File: config.mk
export PLATFORM = sky130hd
export DESIGN_NAME = fpadd_seq
export DESIGN_NICKNAME = d
export VERILOG_FILES = /design/src/rtl/fpadd_pkg.sv /design/src/rtl/fpadd_seq_fifo.sv /design/src/rtl/fpadd_seq.sv
export SDC_FILE = /design/constraint.sdc
export NUM_CORES = 1
export LEC_CHECK = 0
export BUFFER_PORTS_ARGS = -buffer_cell sky130_fd_sc_hd__buf_2
export CORE_AREA = 2 2 185 133
export CTS_CLUSTER_DIAMETER = 200
export DETAILED_ROUTE_END_ITERATION = 7
export DIE_AREA = 0 0 187 135
export PLACE_DENSITY = 0.7
export SYNTH_ARGS = -nofsm -noshare
export SYNTH_HDL_FRONTEND = slang
export SYNTH_SLANG_ARGS = --single-unit
File: constraint.sdc
create_clock -name clk -period 9.5 [get_ports clk]
set_input_delay 0 -clock clk [delete_from_list [all_inputs] [get_ports clk]]
set_output_delay 0 -clock clk [all_outputs]
set_load 0.01 [all_outputs]
File: src/rtl/fpadd_pkg.sv
// Shared types for the FP32 adder request sequencer: FSM states, the qNaN
// substitute and the operand FIFO entry layout.
package fpadd_pkg;

    typedef enum logic [1:0] {
        S_IDLE  = 2'd0,
        S_ISSUE = 2'd1,
        S_WAIT  = 2'd2,
        S_RESP  = 2'd3
    } state_t;

    localparam logic [31:0] FP32_QNAN = 32'h7FC0_0000;

    // Tag capacity of a FIFO entry; the sequencer's TAG_W must not exceed it.
    localparam int TAG_MAX = 4;

    typedef struct packed {
        logic [31:0]        a;
        logic [31:0]        b;
        logic [TAG_MAX-1:0] tag;
    } fifo_entry_t;

endpackage

File: src/rtl/fpadd_seq_fifo.sv
// Synchronous FIFO with show-ahead head output; DEPTH must be a power of 2.
module fpadd_seq_fifo #(
    parameter int DEPTH = 2,
    parameter int W     = 8
) (
    input  logic         clk,
    input  logic         reset,
    input  logic         push,
    input  logic         pop,
    input  logic [W-1:0] wdata,
    output logic [W-1:0] rdata,
    output logic         full,
    output logic         empty
);
    localparam int AW = $clog2(DEPTH);

    logic [W-1:0] mem [DEPTH];
    logic [AW:0]  wptr, rptr;

    // Extra pointer bit distinguishes full from empty when the indices match.
    assign empty = (wptr == rptr);
    assign full  = (wptr[AW] != rptr[AW]) && (wptr[AW-1:0] == rptr[AW-1:0]);
    assign rdata = mem[rptr[AW-1:0]];

    always_ff @(posedge clk) begin
        if (push && !full)
            mem[wptr[AW-1:0]] <= wdata;
    end

    always_ff @(posedge clk) begin
        if (reset) begin
            wptr <= '0;
            rptr <= '0;
        end else begin
            if (push && !full)
                wptr <= wptr + 1'b1;
            if (pop && !empty)
                rptr <= rptr + 1'b1;
        end
    end

endmodule

File: src/rtl/fpadd_seq.sv
// Request sequencer around a multi-cycle FP32 adder: buffers operand pairs,
// issues one at a time, waits for done (or times out) and returns tagged sums.
module fpadd_seq
    import fpadd_pkg::*;
#(
    parameter int DEPTH   = 2,
    parameter int TAG_W   = 4,
    parameter int TIMEOUT = 63
) (
    input  logic             clk,
    input  logic             reset,
    input  logic             in_valid,
    output logic             in_ready,
    input  logic [31:0]      in_a,
    input  logic [31:0]      in_b,
    input  logic [TAG_W-1:0] in_tag,
    output logic             fa_start,
    output logic [31:0]      fa_a,
    output logic [31:0]      fa_b,
    input  logic [31:0]      fa_sum,
    input  logic             fa_done,
    output logic             out_valid,
    input  logic             out_ready,
    output logic [31:0]      out_sum,
    output logic [TAG_W-1:0] out_tag,
    output logic             out_timeout,
    output logic             busy
);
    localparam int CW = $clog2(TIMEOUT + 1);

    state_t           state, nxt;
    fifo_entry_t      wr_entry, head;
    logic             full, empty, push, pop;
    logic [CW-1:0]    cnt;
    logic             timeout_hit;
    logic [TAG_W-1:0] hold_tag;

    assign in_ready    = !full;
    assign push        = in_valid && !full;
    assign timeout_hit = (cnt == CW'(TIMEOUT));

    always_comb begin
        wr_entry     = '0;
        wr_entry.a   = in_a;
        wr_entry.b   = in_b;
        wr_entry.tag = TAG_MAX'(in_tag);
    end

    fpadd_seq_fifo #(
        .DEPTH (DEPTH),
        .W     ($bits(fifo_entry_t))
    ) u_fifo (
        .clk   (clk),
        .reset (reset),
        .push  (push),
        .pop   (pop),
        .wdata (wr_entry),
        .rdata (head),
        .full  (full),
        .empty (empty)
    );

    always_comb begin
        nxt = state;
        pop = 1'b0;
        case (state)
            S_IDLE:  if (!empty) begin
                         pop = 1'b1;
                         nxt = S_ISSUE;
                     end
            S_ISSUE: nxt = S_WAIT;
            S_WAIT:  if (fa_done || timeout_hit) nxt = S_RESP;
            S_RESP:  if (out_ready) begin
                         // Chain straight into the next issue when work is queued.
                         pop = !empty;
                         nxt = empty ? S_IDLE : S_ISSUE;
                     end
            default: nxt = S_IDLE;
        endcase
    end

    always_ff @(posedge clk) begin
        if (reset) begin
            state       <= S_IDLE;
            fa_start    <= 1'b0;
            fa_a        <= '0;
            fa_b        <= '0;
            hold_tag    <= '0;
            out_sum     <= '0;
            out_timeout <= 1'b0;
            cnt         <= '0;
        end else begin
            state    <= nxt;
            // Registered so the adder never sees a path from fa_done.
            fa_start <= (nxt == S_ISSUE);
            if (pop) begin
                fa_a     <= head.a;
                fa_b     <= head.b;
                hold_tag <= head.tag[TAG_W-1:0];
            end
            case (state)
                S_ISSUE: cnt <= '0;
                S_WAIT: begin
                    if (!timeout_hit)
                        cnt <= cnt + CW'(1);
                    if (fa_done) begin
                        out_sum     <= fa_sum;
                        out_timeout <= 1'b0;
                    end else if (timeout_hit) begin
                        out_sum     <= FP32_QNAN;
                        out_timeout <= 1'b1;
                    end
                end
                default: ;
            endcase
        end
    end

    assign out_valid = (state == S_RESP);
    assign out_tag   = hold_tag;
    assign busy      = (state != S_IDLE) || !empty;

endmodule

==> impl_metrics.yaml, run 1 <==
synthesis:
  yosysWarnings: 0
  synthArstFlopShare: 0
  ys_ff_latch: 250
  ys_types: 35
  ys.flop_type: "edfxtp_1"
  synth_top_area_cell: "edfxtp_1"
  netlist_area_um2: 9000
  synth_top_family_by_area: "compound AO/OA/AOI/OAI gates"
  yosysSeqAreaShare: 0.708
  synthCells: 677
  synth_top_area_share: 0.454
  synth_area_leaders: "edfxtp_1 45%, dfxtp_1 25%, mux2i_1 7.6%"
  synth-xor-area-share: 0.0114
  syn_area_per_cell_um2: 13.3
  synth-simple-area-share: 0.0738
  synth-compound-area-share: 0.0958
  synth_edf_count: 136
  syn_nets: 788
  synth_fa_ha_area_frac: 0.00834
  synthMuxAreaShare: 0.0757
placed_design:
  dp_cells: 1162
  post-place-ws_ns: 6.59
  gp_congestion: 0.805
  dp_hpwl_mm: 12.0
  numPortBuffers: 209
sta:
  slew_viol_final: 0
  period_share: 0.313
  clock.fmax_ghz: 0.336
  setup_viol: 0
  fin_skew_ns: 0.0107
  setup_tns_ns: 0
  postLayoutSetupSlackWorst_ns: 6.53
  fin_crit_ns: 2.97
  slew_headroom: 0.192
  worst_pin_slew_ns: 1.21
  rsz0062_at_grt: "false"
  hold_viol: 0
detailed_routing:
  wl_per_cell_um: 15.9
  postRouteAntennaNets: 0
  wirelength_mm: 21.2
  via_per_inst: 4.79
  first_pass_iters: 4
  drc: 0
  vias: 6395
  drt_iter0_markers: 339
clocking:
  numClockSinks: 250
  root_buffer: "clkbuf_16"
  cts_hold_buf: 126
  clk_latency_ns: 0.53
  cts_setup_buffers: 0
  numCtsBuffers: 25
  clockBufferDepth: 3
  htreeDepth: 1
  cts_tree: "yes"
  clkTransAtPathRegs_ns: 0.06
  postCtsResizedCells: 0
floorplan:
  fp.coreArea_um2: 23300
  dieArea_um2: 25200
  initial_core_util: 0.385
  num_io_pins: 210
  die_x_um: 187
  die_h_um: 135
  rows: 47
global_routing:
  grt_start_max_net_pins: 95
  grt_pass1_wl_mm: 33.3
  grt_util_all_layers: 0.164
  gr-total-overflow: 0
  antenna_found_initial: 2
  grt_pass1_vias: 6299
critical_path:
  reg2regPathDepth: 6
  critPathMaxStageDelay_ns: 0.80
  worstSetupPathType: "reg2reg"
  start_kind: "register"
  path_cells: "xnor2_2, a211oi_4, buf_4, buf_4, nor2_1, a211oi_1"
  cp_max_fo: 94
  reg2reg_slack_ns: 6.53
  slowest_stage: "buf_4"
  r2r_start: "u_fifo.rptr[0]$_SDFFE_PP0P_"
  arrival_ns: 3.40
  end_kind: "register"
  cp_top_family: "buffers and inverters"
  r2r_end: "fa_a[19]$_SDFFE_PP0P_"
  crit_top_cell: "buf_4"
  critPathBufInv: 2
  path_depth: 6
  worstPathRequired_ns: 9.92
worst_hold_path:
  hold_class: "in2reg"
  holdPathEnd: "u_fifo.mem[0][63]$_DFFE_PP_"
  hp-start: "in_a[27]"
  whs_path_depth: 2
power_and_ir_drop:
  power_mw: 3.27
  p_leak_nw: 4.84
  ir_worst_vdd_uv: 192
  power.density_nw_per_um2: 264
run_status:
  status: "finished clean"
final_layout:
  final_core_util: 0.529
  layout.cells.non_filler: 1334
  final_nets: 1108
  syn_to_final_growth_pct: 37.3
  drive_gt1_frac: 0.258
run:
  max_cap_viol_count: 0
## worst max-delay path by stage
stage                                start                         end
5_1_grt        u_fifo.rptr[0]$_SDFFE_PP0P_       fa_a[19]$_SDFFE_PP0P_
6_report       u_fifo.rptr[0]$_SDFFE_PP0P_       fa_a[19]$_SDFFE_PP0P_
3_5_place_dp   u_fifo.rptr[0]$_SDFFE_PP0P_       fa_a[19]$_SDFFE_PP0P_
2_1_floorplan  u_fifo.wptr[1]$_SDFFE_PP0P_  u_fifo.mem[0][0]$_DFFE_PP_
3_3_place_gp   u_fifo.rptr[0]$_SDFFE_PP0P_       fa_b[16]$_SDFFE_PP0P_
4_1_cts        u_fifo.rptr[0]$_SDFFE_PP0P_       fa_a[18]$_SDFFE_PP0P_
## kinds of logic (layout without fill, tap and decap cells)
kind of cell,after synthesis,in the layout
buf+inv,54,392
other cells,0,1
flops,250,250
simple gates,158,158
compound gates,131,131
mux,68,68
xor+xnor,10,10
fa+ha+maj,6,6
## per-layer routing
layer / global-route usage / routed length, um
met1: 0.217 / 9500
met2: 0.271 / 9730
met3: 0.0416 / 1540
met4: 0.0414 / 388
met5: 0 / 13
## synth_stat cells, drive strengths merged, types with 4 or more instances
| cell type | count |
|---|---|
| edfxtp | 136 |
| dfxtp | 114 |
| nor2 | 90 |
| a211oi | 69 |
| mux2i | 68 |
| a21oi | 37 |
| clkbuf | 27 |
| nand2 | 27 |
| nand3 | 27 |
| buf | 21 |
| o21ai | 14 |
| ha | 6 |
| inv | 6 |
| xor2 | 6 |
| and2 | 4 |
| xnor2 | 4 |
## final cells by class
class                           count  area (um2)
Antenna cell                        1        2.50
Clock buffer                       32         692
Clock inverter                     13         116
Fill cell                        1901       11000
Inverter                            6        23.8
Multi-Input combinational cell    373        2400
Sequential cell                   250        6370
Tap cell                          318         398
Timing Repair Buffer              341        2350
## stage by stage
step / cell area, um2 / hold slack, ns
after global placement: 10300 / 0.188
after global routing: 12400 / 0.171
final: 12400 / 0.194
after detailed placement: 10300 / 0.191
after CTS: 12400 / 0.160
after floorplan: 9000 / 0.0989
## flip-flops by register name, summed over array words and instances (netlist names)
| signal | count |
|---|---|
| state | 2 |
| out_tag | 4 |
| u_fifo.rptr | 2 |
| out_sum | 32 |
| cnt | 6 |
| out_timeout | 1 |
| fa_a | 32 |
| fa_b | 32 |
| u_fifo.wptr | 2 |
| u_fifo.mem | 136 |
| fa_start | 1 |
## power breakdown
group / leakage, nW / internal (mW) / switching, mW
sequential: 2.21 / 1.35 / 0.0976
combinational: 2.23 / 0.340 / 0.519
clock: 0.402 / 0.548 / 0.414
total: 4.84 / 2.24 / 1.03
## cells in the final DEF, fill, tap and decap left out, types with 3 or more instances in the layout
cell type and count:
and2_1 4, buf_2 208, edfxtp_1 136, a211oi_1 68, clkinv_1 3, nand2_1 27, nand3_1 27, a21oi_1 37
clkbuf_16 25, ha_1 6, clkinv_2 5, nor2_1 89, dlygate4sd3_1 126, clkbuf_1 3, mux2i_1 68, xor2_1 6
dfxtp_1 113, o21ai_0 14, buf_4 7, inv_1 5, clkbuf_8 4
Power figures use the tool's default switching activity.
==> run 2, diff against run 1 <==
PLACE_DENSITY = 0.73   (was 0.7)
clock period = 2.45 ns   (was 9.5 ns; I/O delays follow)
==> run 2 against run 1 <==
  * Clock-buffer cell count up 4
  * Routed wire length decreased by 2.6%
  * Hold slack got worse by 0.0073 ns
  * Register-to-register slack lost 6.1 ns
  * Critical path depth stayed put
  * Non-clock buffer count is 17 lower
  * Utilization decreased by 0.67 points
  * Final area is 1.3% lower
  * Clock skew grew 0.018 ns
  * Via count shrank 0.59%
  * Combinational power rose to 4.0 times the previous value
  * Final cell count decreased by 1.4%
  * Critical endpoint is now out_sum[4]$_SDFFE_PP0P_
  * Largest power group unchanged
==> impl_metrics.yaml, run 2 (synthesis gave the netlist of run 1 again) <==
final_layout:
  drive_gt1_frac: 0.260
  final_nets: 1090
  nFillCells: 1927
  largest_reg_flops: 136
  antennaDiodeCount: 0
  syn_to_final_growth_pct: 35.6
  final_common_cell: "buf_2"
  final_cell_mix: "208 x buf_2, 136 x edfxtp_1, 113 x dfxtp_1, 104 x dlygate4sd3_1, 89 x nor2_1"
sta:
  fin_hold_ws_ns: 0.187
  hold_viol: 0
  worst_pin_slew_ns: 0.632
  slew_headroom: 0.578
  fin_skew_ns: 0.0292
  setup_viol: 0
  period_share: 0.830
  rsz0062_at_grt: "false"
  setup_tns_ns: 0
  clock.fmax_ghz: 0.492
  fin_crit_ns: 2.03
  slew_viol_final: 0
floorplan:
  num_io_pins: 210
  initial_core_util: 0.385
  die_h_um: 135
  fp.coreArea_um2: 23300
  rows: 47
  dieArea_um2: 25200
  die_x_um: 187
clocking:
  numClockSinks: 250
  numCtsBuffers: 24
  clk_latency_ns: 0.54
  htreeDepth: 1
  root_buffer: "clkbuf_16"
  clkTransAtPathRegs_ns: 0.07
  cts_tree: "yes"
  cts_setup_buffers: 0
  clockBufferDepth: 3
critical_path:
  r2r_end: "out_sum[4]$_SDFFE_PP0P_"
  start_kind: "register"
  r2r_start: "state[0]$_SDFF_PP0_"
  worstSetupPathType: "reg2reg"
  worstPathRequired_ns: 2.83
  cp_max_fo: 32
  reg2reg_slack_ns: 0.42
  end_kind: "register"
  crit_end: "out_sum[4]$_SDFFE_PP0P_"
  reg2regPathDepth: 6
  startpoint: "state[0]$_SDFF_PP0_"
  arrival_ns: 2.41
placed_design:
  numPortBuffers: 209
  dp_hpwl_mm: 12.1
  gp_congestion: 0.820
global_routing:
  grt_util_all_layers: 0.161
  grt_pass1_wl_mm: 32.7
  gr-total-overflow: 0
  grt_start_max_net_pins: 94
  antenna_found_initial: 0
  grt_pass1_vias: 6191
detailed_routing:
  postRouteAntennaNets: 0
  drc: 0
  drt_iter0_markers: 334
  vias: 6357
  via_per_inst: 4.83
  first_pass_iters: 4
  wirelength_mm: 20.6
  wl_per_cell_um: 15.7
worst_hold_path:
  hold_class: "in2reg"
run_status:
  status: "finished clean"
power_and_ir_drop:
  power.density_nw_per_um2: 1030
  p_leak_nw: 4.68
  ir_worst_vdd_uv: 750
  power_mw: 12.6
run:
  max_cap_viol_count: 0
run 2: changes by cell type in the layout (fill, tap and decap cells not counted), moves of 2 or more:
cell	before	now
buf_12	0	5
clkbuf_1	3	11
clkbuf_8	4	1
clkinv_2	5	2
dlygate4sd3_1	126	104
inv_6	2	0
run 2: layout make-up:
type / count / area [um2] / share of cell area
timing repair buffer: 324 / 2230 / 0.183
multi-input combinational: 373 / 2400 / 0.197
inverter: 6 / 26.3 / 0.00215
tap: 318 / 398 / 0.0326
clock inverter: 8 / 116 / 0.00954
sequential: 250 / 6370 / 0.522
clock buffer: 36 / 656 / 0.0537
run 2: what timing repair did:
item / in CTS / in global routing
resized for setup: 0 / 0
hold buffers: 104 / 0
endpoints found under the hold margin: 177 / 0
run 2: report_power, final:
group	switching [mW]	internal (mW)
combinational	2.08	1.37
sequential	0.342	5.22
clock	1.52	2.08
total	3.95	8.67
run 2: worst min path at each step:
| stage | start | endpoint | slack, ns | cells past startpoint |
|---|---|---|---|---|
| after detailed placement | in_tag[3] | u_fifo.mem[1][3]$_DFFE_PP_ | 0.19 | 1 |
| after global placement | in_b[3] | u_fifo.mem[0][7]$_DFFE_PP_ | 0.19 | 1 |
| after floorplan | in_tag[0] | u_fifo.mem[0][0]$_DFFE_PP_ | 0.1 | 0 |
| after CTS | in_a[17] | u_fifo.mem[0][53]$_DFFE_PP_ | 0.15 | 2 |
| after global routing | in_a[8] | u_fifo.mem[1][44]$_DFFE_PP_ | 0.17 | 2 |
| final | in_a[8] | u_fifo.mem[1][44]$_DFFE_PP_ | 0.19 | 2 |
run 2: through the flow:
stage	utilization	setup slack [ns]	instance area, um2	cells
2_1_floorplan	-	0.128	9010	677
3_3_place_gp	0.445	0.541	10400	1167
3_5_place_dp	0.445	0.448	10400	1167
4_1_cts	0.523	0.442	12200	1315
5_1_grt	0.523	0.214	12200	1315
6_report	0.523	0.417	12200	1315
run 2: metal layers:
layer | global-route usage | routed length (um) | share of wire | vias up
met5 | 0 | 0 | 0 | -
met2 | 0.271 | 9690 | 0.47 | 234
met4 | 0.0348 | 373 | 0.018 | 0
met1 | 0.211 | 9140 | 0.44 | 3008
li1 | - | - | - | 3086
met3 | 0.0424 | 1420 | 0.069 | 29
run 2: critical path: stages, from the launching register on:
cell     delay (ns)
dfxtp_1        0.34
inv_1          0.13
ha_1           0.36
nand3_1        0.21
or2_2          0.56
nand3_1        0.20
a21oi_1        0.08
